===== src/rtl/pipe_ctrl_pkg.sv =====
// Shared types and constants for the pipeline controller: FSM state encoding,
// PC-select codes and counter widths.
package pipe_ctrl_pkg;

    typedef enum logic [1:0] {
        ST_RUN  = 2'd0,
        ST_DIVW = 2'd1,
        ST_EXCF = 2'd2
    } state_t;

    localparam logic [1:0] PC_SEQ  = 2'd0;
    localparam logic [1:0] PC_BR   = 2'd1;
    localparam logic [1:0] PC_EXC  = 2'd2;
    localparam logic [1:0] PC_ERTN = 2'd3;

    // Wide enough for the largest legal divider stall count (255)
    localparam int DIVCNT_W = 8;
    localparam int PERF_W   = 32;

    // An exception wins over an ertn that commits in the same cycle
    function automatic logic [1:0] trap_pc_sel(input logic exc);
        return exc ? PC_EXC : PC_ERTN;
    endfunction

endpackage


===== src/rtl/pipe_ctrl_divcnt.sv =====
// Divider stall down-counter: loads a cycle count and counts down to zero.
module pipe_ctrl_divcnt
    import pipe_ctrl_pkg::*;
#(
    parameter int W = DIVCNT_W
) (
    input  logic         clk,
    input  logic         reset,
    input  logic         load,
    input  logic [W-1:0] value,
    input  logic         dec,
    output logic         zero
);

    logic [W-1:0] cnt_reg;

    always_ff @(posedge clk or posedge reset) begin
        if (reset) begin
            cnt_reg <= '0;
        end else if (load) begin
            cnt_reg <= value;
        end else if (dec && (cnt_reg != '0)) begin
            cnt_reg <= cnt_reg - W'(1);
        end
    end

    assign zero = (cnt_reg == '0);

endmodule


===== src/rtl/pipe_ctrl.sv =====
// Pipeline hazard/flush controller with divider stall sequencing.
// Optional performance counters are built when PIPE_CTRL_PERF_EN is defined.
module pipe_ctrl
    import pipe_ctrl_pkg::*;
#(
    parameter int DIV_CYCLES = 16,
    parameter int RFIDX_W    = 5
) (
    input  logic               clk,
    input  logic               reset,
    input  logic [RFIDX_W-1:0] rs1D,
    input  logic [RFIDX_W-1:0] rs2D,
    input  logic [RFIDX_W-1:0] rdE,
    input  logic               memtoregE,
    input  logic               branch_mispE,
    input  logic               div_startE,
    input  logic               excM,
    input  logic               ertnM,
    input  logic               imem_wait,
    output logic               enF,
    output logic               enD,
    output logic               enE,
    output logic               flushD,
    output logic               flushE,
    output logic               flushM,
    output logic               flushW,
    output logic [1:0]         pc_sel,
    output logic               div_done,
    output logic               div_abort,
    output logic [31:0]        stall_cnt,
    output logic [31:0]        flush_cnt
);

    localparam logic [DIVCNT_W-1:0] DIV_LOAD = DIVCNT_W'(DIV_CYCLES - 1);

    state_t state_reg, state_next;
    logic   div_load, div_dec, div_zero;
    logic   trap, load_use;

    assign trap     = excM | ertnM;
    assign load_use = memtoregE && (rdE != '0) && ((rdE == rs1D) || (rdE == rs2D));

    pipe_ctrl_divcnt #(
        .W (DIVCNT_W)
    ) u_divcnt (
        .clk   (clk),
        .reset (reset),
        .load  (div_load),
        .value (DIV_LOAD),
        .dec   (div_dec),
        .zero  (div_zero)
    );

    always_ff @(posedge clk or posedge reset) begin
        if (reset) begin
            state_reg <= ST_RUN;
        end else begin
            state_reg <= state_next;
        end
    end

    // A mispredict outranks the divider, so a divide in progress simply
    // holds its place for that cycle.
    always_comb begin
        state_next = state_reg;
        if (trap) begin
            state_next = ST_EXCF;
        end else if (branch_mispE) begin
            if (state_reg == ST_EXCF) begin
                state_next = ST_RUN;
            end
        end else begin
            case (state_reg)
                ST_RUN:  if (div_startE) state_next = ST_DIVW;
                ST_DIVW: if (div_zero) state_next = ST_RUN;
                ST_EXCF: state_next = ST_RUN;
                default: state_next = ST_RUN;
            endcase
        end
    end

    always_comb begin
        enF       = 1'b1;
        enD       = 1'b1;
        enE       = 1'b1;
        flushD    = 1'b0;
        flushE    = 1'b0;
        flushM    = 1'b0;
        flushW    = 1'b0;
        pc_sel    = PC_SEQ;
        div_done  = 1'b0;
        div_abort = 1'b0;
        div_load  = 1'b0;
        div_dec   = 1'b0;
        if (!reset) begin
            // The cycle after a trap also squashes whatever was fetched into ID
            if (state_reg == ST_EXCF) begin
                flushD = 1'b1;
            end
            if (trap) begin
                flushD    = 1'b1;
                flushE    = 1'b1;
                flushM    = 1'b1;
                flushW    = 1'b1;
                pc_sel    = trap_pc_sel(excM);
                div_abort = (state_reg == ST_DIVW);
            end else if (branch_mispE) begin
                flushD = 1'b1;
                flushE = 1'b1;
                pc_sel = PC_BR;
            end else if ((state_reg == ST_RUN) && div_startE) begin
                enF      = 1'b0;
                enD      = 1'b0;
                enE      = 1'b0;
                div_load = 1'b1;
            end else if ((state_reg == ST_DIVW) && !div_zero) begin
                enF     = 1'b0;
                enD     = 1'b0;
                enE     = 1'b0;
                flushM  = 1'b1;
                div_dec = 1'b1;
            end else begin
                // On the completion cycle the front end may still stall
                div_done = (state_reg == ST_DIVW);
                if (load_use || imem_wait) begin
                    enF    = 1'b0;
                    enD    = 1'b0;
                    flushE = 1'b1;
                end
            end
        end
    end

`ifdef PIPE_CTRL_PERF_EN
    logic [1:0]             perf_inc;
    logic [1:0][PERF_W-1:0] perf_cnt;

    assign perf_inc = {flushD | flushE, ~enD};

    for (genvar gi = 0; gi < 2; gi++) begin : g_perf
        logic [PERF_W-1:0] cnt_reg;

        always_ff @(posedge clk or posedge reset) begin
            if (reset) begin
                cnt_reg <= '0;
            end else if (perf_inc[gi]) begin
                cnt_reg <= cnt_reg + PERF_W'(1);
            end
        end

        assign perf_cnt[gi] = cnt_reg;
    end

    assign stall_cnt = perf_cnt[0];
    assign flush_cnt = perf_cnt[1];
`else
    assign stall_cnt = '0;
    assign flush_cnt = '0;
`endif

endmodule


===== config.mk =====
export PLATFORM = sky130hd
export DESIGN_NAME = pipe_ctrl
export DESIGN_NICKNAME = d
export VERILOG_FILES = /design/src/rtl/pipe_ctrl_pkg.sv /design/src/rtl/pipe_ctrl_divcnt.sv /design/src/rtl/pipe_ctrl.sv
export SDC_FILE = /design/constraint.sdc
export NUM_CORES = 1
export LEC_CHECK = 0
export ABC_AREA = 0
export CORE_MARGIN = 3
export CORE_UTILIZATION = 38
export CTS_CLUSTER_DIAMETER = 50
export CTS_CLUSTER_SIZE = 30
export DETAILED_ROUTE_END_ITERATION = 7
export PLACE_DENSITY = 0.88
export SYNTH_ARGS = -nofsm -noshare
export SYNTH_HDL_FRONTEND = slang
export SYNTH_SLANG_ARGS = --single-unit

===== constraint.sdc =====
create_clock -name clk -period 2.95 [get_ports clk]
set_input_delay 0.59 -clock clk [delete_from_list [all_inputs] [get_ports clk]]
set_output_delay 0.59 -clock clk [all_outputs]
set_load 0.01 [all_outputs]

=== Yosys cells after proc, flatten, opt, wreduce, memory -nomap -nowiden ===
Cells that the tools add are included.

* $add $sub $neg: 1
* Equality and inequality tests: 7
* Mux-type cells: 53
* Bitwise operators: 1
* Reduce and logical (&&, ||, !) cells: 14

{| class="wikitable"
|+ Operators with widths
! operator !! number
|-
| $mux 1 || 43
|-
| $mux 8 || 2
|-
| $mux 2 || 7
|-
| $eq 5x5->1 || 2
|-
| $logic_not 8->1 || 1
|-
| $ne 4x4->1 const B || 2
|-
| $reduce_bool 8->1 || 1
|-
| $sub 8x1->8 const B || 1
|-
| $logic_and 1x1->1 || 5
|-
| $reduce_bool 5->1 || 1
|-
| $pmux 2 s2 || 1
|-
| $ne 3x1->1 const B || 1
|-
| $reduce_and 3->1 || 1
|-
| $eq 2x1->1 const B || 1
|-
| $eq 2x2->1 const B || 1
|-
| $logic_not 2->1 || 1
|-
| $logic_or 1x1->1 || 2
|-
| $reduce_bool 2->1 || 1
|-
| $logic_not 1->1 || 1
|-
| $or 1x1->1 || 1
|}

* Bits in registers: 10
* Bits of input ports: 23
* Output and inout bits: 75
* Word-level logic and storage cells: 78

=== Logic depth before layout (Yosys ltp) ===
* Depth in word-level cells: 11
* Depth in mapped cells: 7
* Mapped depth without buffers: 7

=== Modules after synthesis ===
From an unflattened synthesis, not the netlist that was laid out.

* Cell total of the unflattened synthesis: 185
* Area, all modules: 1,418.9 sq um

{| class="wikitable"
|+ Modules (own cells, without submodules)
! module !! times used !! cells an instance !! area an instance (sq um) !! sequential area each (sq um)
|-
| pipe_ctrl || 1 || 121 || 869.6 || 50.0
|-
| pipe_ctrl_divcnt || 1 || 64 || 549.3 || 200.2
|}

=== Worst setup path before layout ===
No wires, ideal clock.

* Path type: input port to output port
* From: in rdE[1]
* To: out enF
* Arrival time: 1,912 ps
* Required time: 2,360 ps
* Path slack: 448 ps
* Cell stages on the path: 5
* Path buffers: 1
* Path through: or4_1 > o21ai_0 > nor2_1 > o31ai_1 > buf_4

* Word-level cells in the longest chain between the ends: 10
* Elaborated cells on any way between the ends: 13
* Classes of those cells: eq/ne: 2; mux: 6; reduce/logical: 5

{| class="wikitable"
|+ Ends and longest elaborated chain
! what !! line !! source
|-
| from (decl) || pipe_ctrl.sv:13 || <nowiki>input logic [RFIDX_W-1:0] rdE,</nowiki>
|-
| $eq 5x5->1 or $reduce_bool 5->1 (tied branches) || pipe_ctrl.sv:41 || <nowiki>assign load_use = memtoregE && (rdE != '0) && ((rdE == rs1D) || (rdE == rs2D));</nowiki>
|-
| $logic_or 1x1->1 or $logic_and 1x1->1 (tied branches) || pipe_ctrl.sv:41 ||
|-
| $logic_and 1x1->1 (*) || pipe_ctrl.sv:41 ||
|-
| $logic_or 1x1->1 (*) || pipe_ctrl.sv:125 || <nowiki>if (load_use || imem_wait) begin</nowiki>
|-
| $mux 1 (*) (6 in a row) || -- ||
|-
| to (decl) || pipe_ctrl.sv:20 || <nowiki>output logic enF,</nowiki>
|}

Mark *: on every way between the ends. The rest lies on a longest branch, timed or not.

=== Final worst setup path ===
* From: in rdE[0]
* To: out flushE

* Word-level cells in the longest chain between the ends: 10
* Elaborated cells on any way between the ends: 13
* Classes of those cells: eq/ne: 2; mux: 6; reduce/logical: 5

{| class="wikitable"
|+ Ends and longest elaborated chain
! what !! line !! source
|-
| $eq 5x5->1 or $reduce_bool 5->1 (tied branches) || pipe_ctrl.sv:41 ||
|-
| $logic_or 1x1->1 or $logic_and 1x1->1 (tied branches) || pipe_ctrl.sv:41 ||
|-
| $logic_and 1x1->1 (*) || pipe_ctrl.sv:41 ||
|-
| $logic_or 1x1->1 (*) || pipe_ctrl.sv:125 ||
|-
| $mux 1 (*) || pipe_ctrl.sv:125 ||
|-
| $mux 1 (*) || pipe_ctrl.sv:116 || <nowiki>end else if ((state_reg == ST_DIVW) && !div_zero) begin</nowiki>
|-
| $mux 1 (*) || pipe_ctrl.sv:111 || <nowiki>end else if ((state_reg == ST_RUN) && div_startE) begin</nowiki>
|-
| $mux 1 (*) || pipe_ctrl.sv:107 || <nowiki>end else if (branch_mispE) begin</nowiki>
|-
| $mux 1 (*) || pipe_ctrl.sv:100 || <nowiki>if (trap) begin</nowiki>
|-
| $mux 1 (*) || pipe_ctrl.sv:95 || <nowiki>if (!reset) begin</nowiki>
|-
| to (decl) || pipe_ctrl.sv:24 || <nowiki>output logic flushE,</nowiki>
|}

Marked as above.

==> results.sh <==
export IMPL_drt_first_pass_iters=4
export IMPL_clk_latency_ns=0.27
export IMPL_rows=20
export IMPL_status="completed"
export IMPL_synthCells=163
export IMPL_vdd_ir_drop_max_uv=125
export IMPL_htree_levels=1
export IMPL_drive_above_1_share_pct=13.5
export IMPL_route_detailed_drc=0
export IMPL_postLayoutCellArea_um2=1590
export IMPL_clock_path_buffers=2
export IMPL_synth_common_cells="66 x buf_4, 15 x nor2_1, 15 x xor2_1"
export IMPL_fp_dieH_um=65.4
export IMPL_cts_inserted_buffers=3
export IMPL_end_kind="primary output"
export IMPL_finalMaxSlewViolations=0
export IMPL_reg2reg_setup_slack_ns=0.97
export IMPL_final_cells=252
export IMPL_clkSlewWorstSetupHoldPaths_ns=0.07
export IMPL_skew_ns=0.00284
export IMPL_wl_mm=2.59
export IMPL_die_width_um=65.4
export IMPL_min_to="state_reg[0]$_DFFE_PP0P_"
export IMPL_synth_most_common_cell="buf_4"
export IMPL_ys_seq_area_share_pct=18.7
export IMPL_synth_edf_count=0
export IMPL_gr_usage_all_layers_pct=11.3
export IMPL_power_density_nw_per_um2=288
export IMPL_holdCritPathClass="flop to flop"
export IMPL_root_buffer="clkbuf_4"
export IMPL_ctsHoldBuffers=0
export IMPL_drt_iter0_markers=35
export IMPL_hold_path_startpoint="state_reg[1]$_DFFE_PP0P_"
export IMPL_criticalPathCategory="input pin to primary output"
export IMPL_diodes=0
export IMPL_worstPathRequired_ns=2.36
export IMPL_dr_total_vias=1029
export IMPL_cts_setup_buffers=0
export IMPL_r2r_end="u_divcnt.cnt_reg[7]$_DFFE_PP0P_"
export IMPL_critPathLaunchType="input pin"
export IMPL_drtAntennaViolNets=0
export IMPL_whs_ns=0.564
export IMPL_portBuffers=33
export IMPL_yosysTopAreaCell="buf_4"
export IMPL_min_delay_path_depth=1
export IMPL_fin_crit_sh_pct=95.7
export IMPL_viasPerCell=4.08
export IMPL_ys_ff_latch=10
export IMPL_r2r_start="u_divcnt.cnt_reg[0]$_DFFE_PP0P_"
export IMPL_synth_ff_type="dfrtp_1"
export IMPL_cp_slowest_cell="clkdlybuf4s50_1"
export IMPL_yosysWarnings=0
export IMPL_io_pins=98
export IMPL_setup_viol=0
export IMPL_clock_sinks=10
export IMPL_avgSynthCellArea_um2=8.23
export IMPL_fin_util_pct=49.6
export IMPL_crit_arrival_ns=2.23
export IMPL_min_period_ns=2.82
export IMPL_core_area_um2=3200
export IMPL_largest_reg_flops=8
export IMPL_cp_max_fo=3
export IMPL_async_reset_ff_share_pct=100
export IMPL_critPathBufInv=2
export IMPL_reg2reg_depth=9
export IMPL_area_growth_pct=18.4
export IMPL_grt_max_degree=11
export IMPL_clock_fmax_mhz=354
export IMPL_wl_per_cell_um=10.3
export IMPL_rsz0062_at_grt="no"
export IMPL_placed_area_um2=1540
export IMPL_antenna_found_initial=0
export IMPL_cellLeakagePower_nw=0.780
export IMPL_worstPathCellList="clkdlybuf4s50_1 > xor2_1 > nor3_1 > a22oi_1 > or4_1 > o221ai_1 > buf_2"
export IMPL_cts_tree="yes"
export IMPL_yosys_top_cells_area="buf_4 37%, dfrtp_1 19%, xor2_1 9.8%, nor2_1 4.2%, nor4_4 3.2%"
export IMPL_syn_area_um2=1340
export IMPL_dp_cells=248
export IMPL_start_util_pct=41.9
export IMPL_slowest_delay_ns=0.47
export IMPL_synth_top_area_share_pct=36.9
export IMPL_finalPower_mw=0.457
export IMPL_gp_congestion=0.824
export IMPL_die_area_um2=4280
export IMPL_finalHoldViolations=0
export IMPL_path_delay_family="simple AND/OR/NAND/NOR gates"
export IMPL_finalNetCount=234
export IMPL_gr_total_overflow=0
export IMPL_grt_pass1_vias=899
export IMPL_grt_pass1_wl_mm=3.82
export IMPL_synth_distinct_cells=31
export IMPL_maxCapViolCount=0
export IMPL_dpl_hpwl_mm=2.20
## final cells by class
cell class | count | area [um2]
fillers | 318 | 1620
repair buffers | 46 | 427
well taps | 44 | 55.1
flip-flops and latches | 10 | 250
inverters | 3 | 11.3
clock buffers | 4 | 36.3
multi-input cells | 145 | 808
## per-layer routing
layer | vias to the layer above | part of all wire [%] | track usage [%]
met4 | 0 | 2.0 | 4.66
li1 | 508 | - | -
met3 | 6 | 8.1 | 1.71
met2 | 53 | 55 | 21.6
met5 | - | 0 | 0
met1 | 462 | 35 | 12.2
## timing repair
action,CTS,global route
hold endpoints to repair,0,0
pin swaps,0,2
gates resized for setup,12,3
endpoints found under the setup margin,3,4
## worst max-delay path by stage
stage,start,endpoint,slack (ns),cells past startpoint
floorplan,rdE[1],enF,0.45,5
global placement,rdE[2],enF,-0.35,6
detailed placement,rdE[2],enD,-0.35,6
CTS,ertnM,div_done,0.02,5
global route,rdE[0],flushE,0.001,7
finish,rdE[0],flushE,0.13,7
## metrics by stage
stage	setup WS, ns	setup TNS [ns]
floorplan	0.448	0
global placement	-0.347	-1.01
detailed placement	-0.352	-1.04
CTS	0.0242	0
global route	0.00147	0
finish	0.126	0
## cells in the final DEF (no fill, tap or decap), drive strengths merged, types with 2 or more instances in the layout
master         instances
a21oi                  7
o21ai                  4
clkbuf                 4
ha                     2
nand3                  3
or4                    2
xor2                  15
nand2                  7
nand4                  3
nand2b                 2
buf                   14
conb                  64
nor4                   2
nor2                  15
inv                    3
clkdlybuf4s50         28
dfrtp                 10
nor3                   7
clkdlybuf4s15          2
## power by group
group | internal (mW) | switching, mW | total [mW]
clock network | 0.0749 | 0.0509 | 0.126
registers | 0.147 | 0.0144 | 0.162
logic | 0.0738 | 0.0956 | 0.169
total | 0.296 | 0.161 | 0.457
## cells by family (layout without fill, tap and decap cells)
kind of cell,count (synthesis),in the layout,synth area share (%)
adder cells (fa/ha/maj),2,2,1.87
other,1,64,0.280
buffers and inverters,71,53,39.5
AO/OA/AOI/OAI,16,16,7.93
XOR/XNOR,15,15,9.80
AND/OR/NAND/NOR,48,48,22.0
flip-flops,10,10,18.7
(Power assumes the default switching activity.)
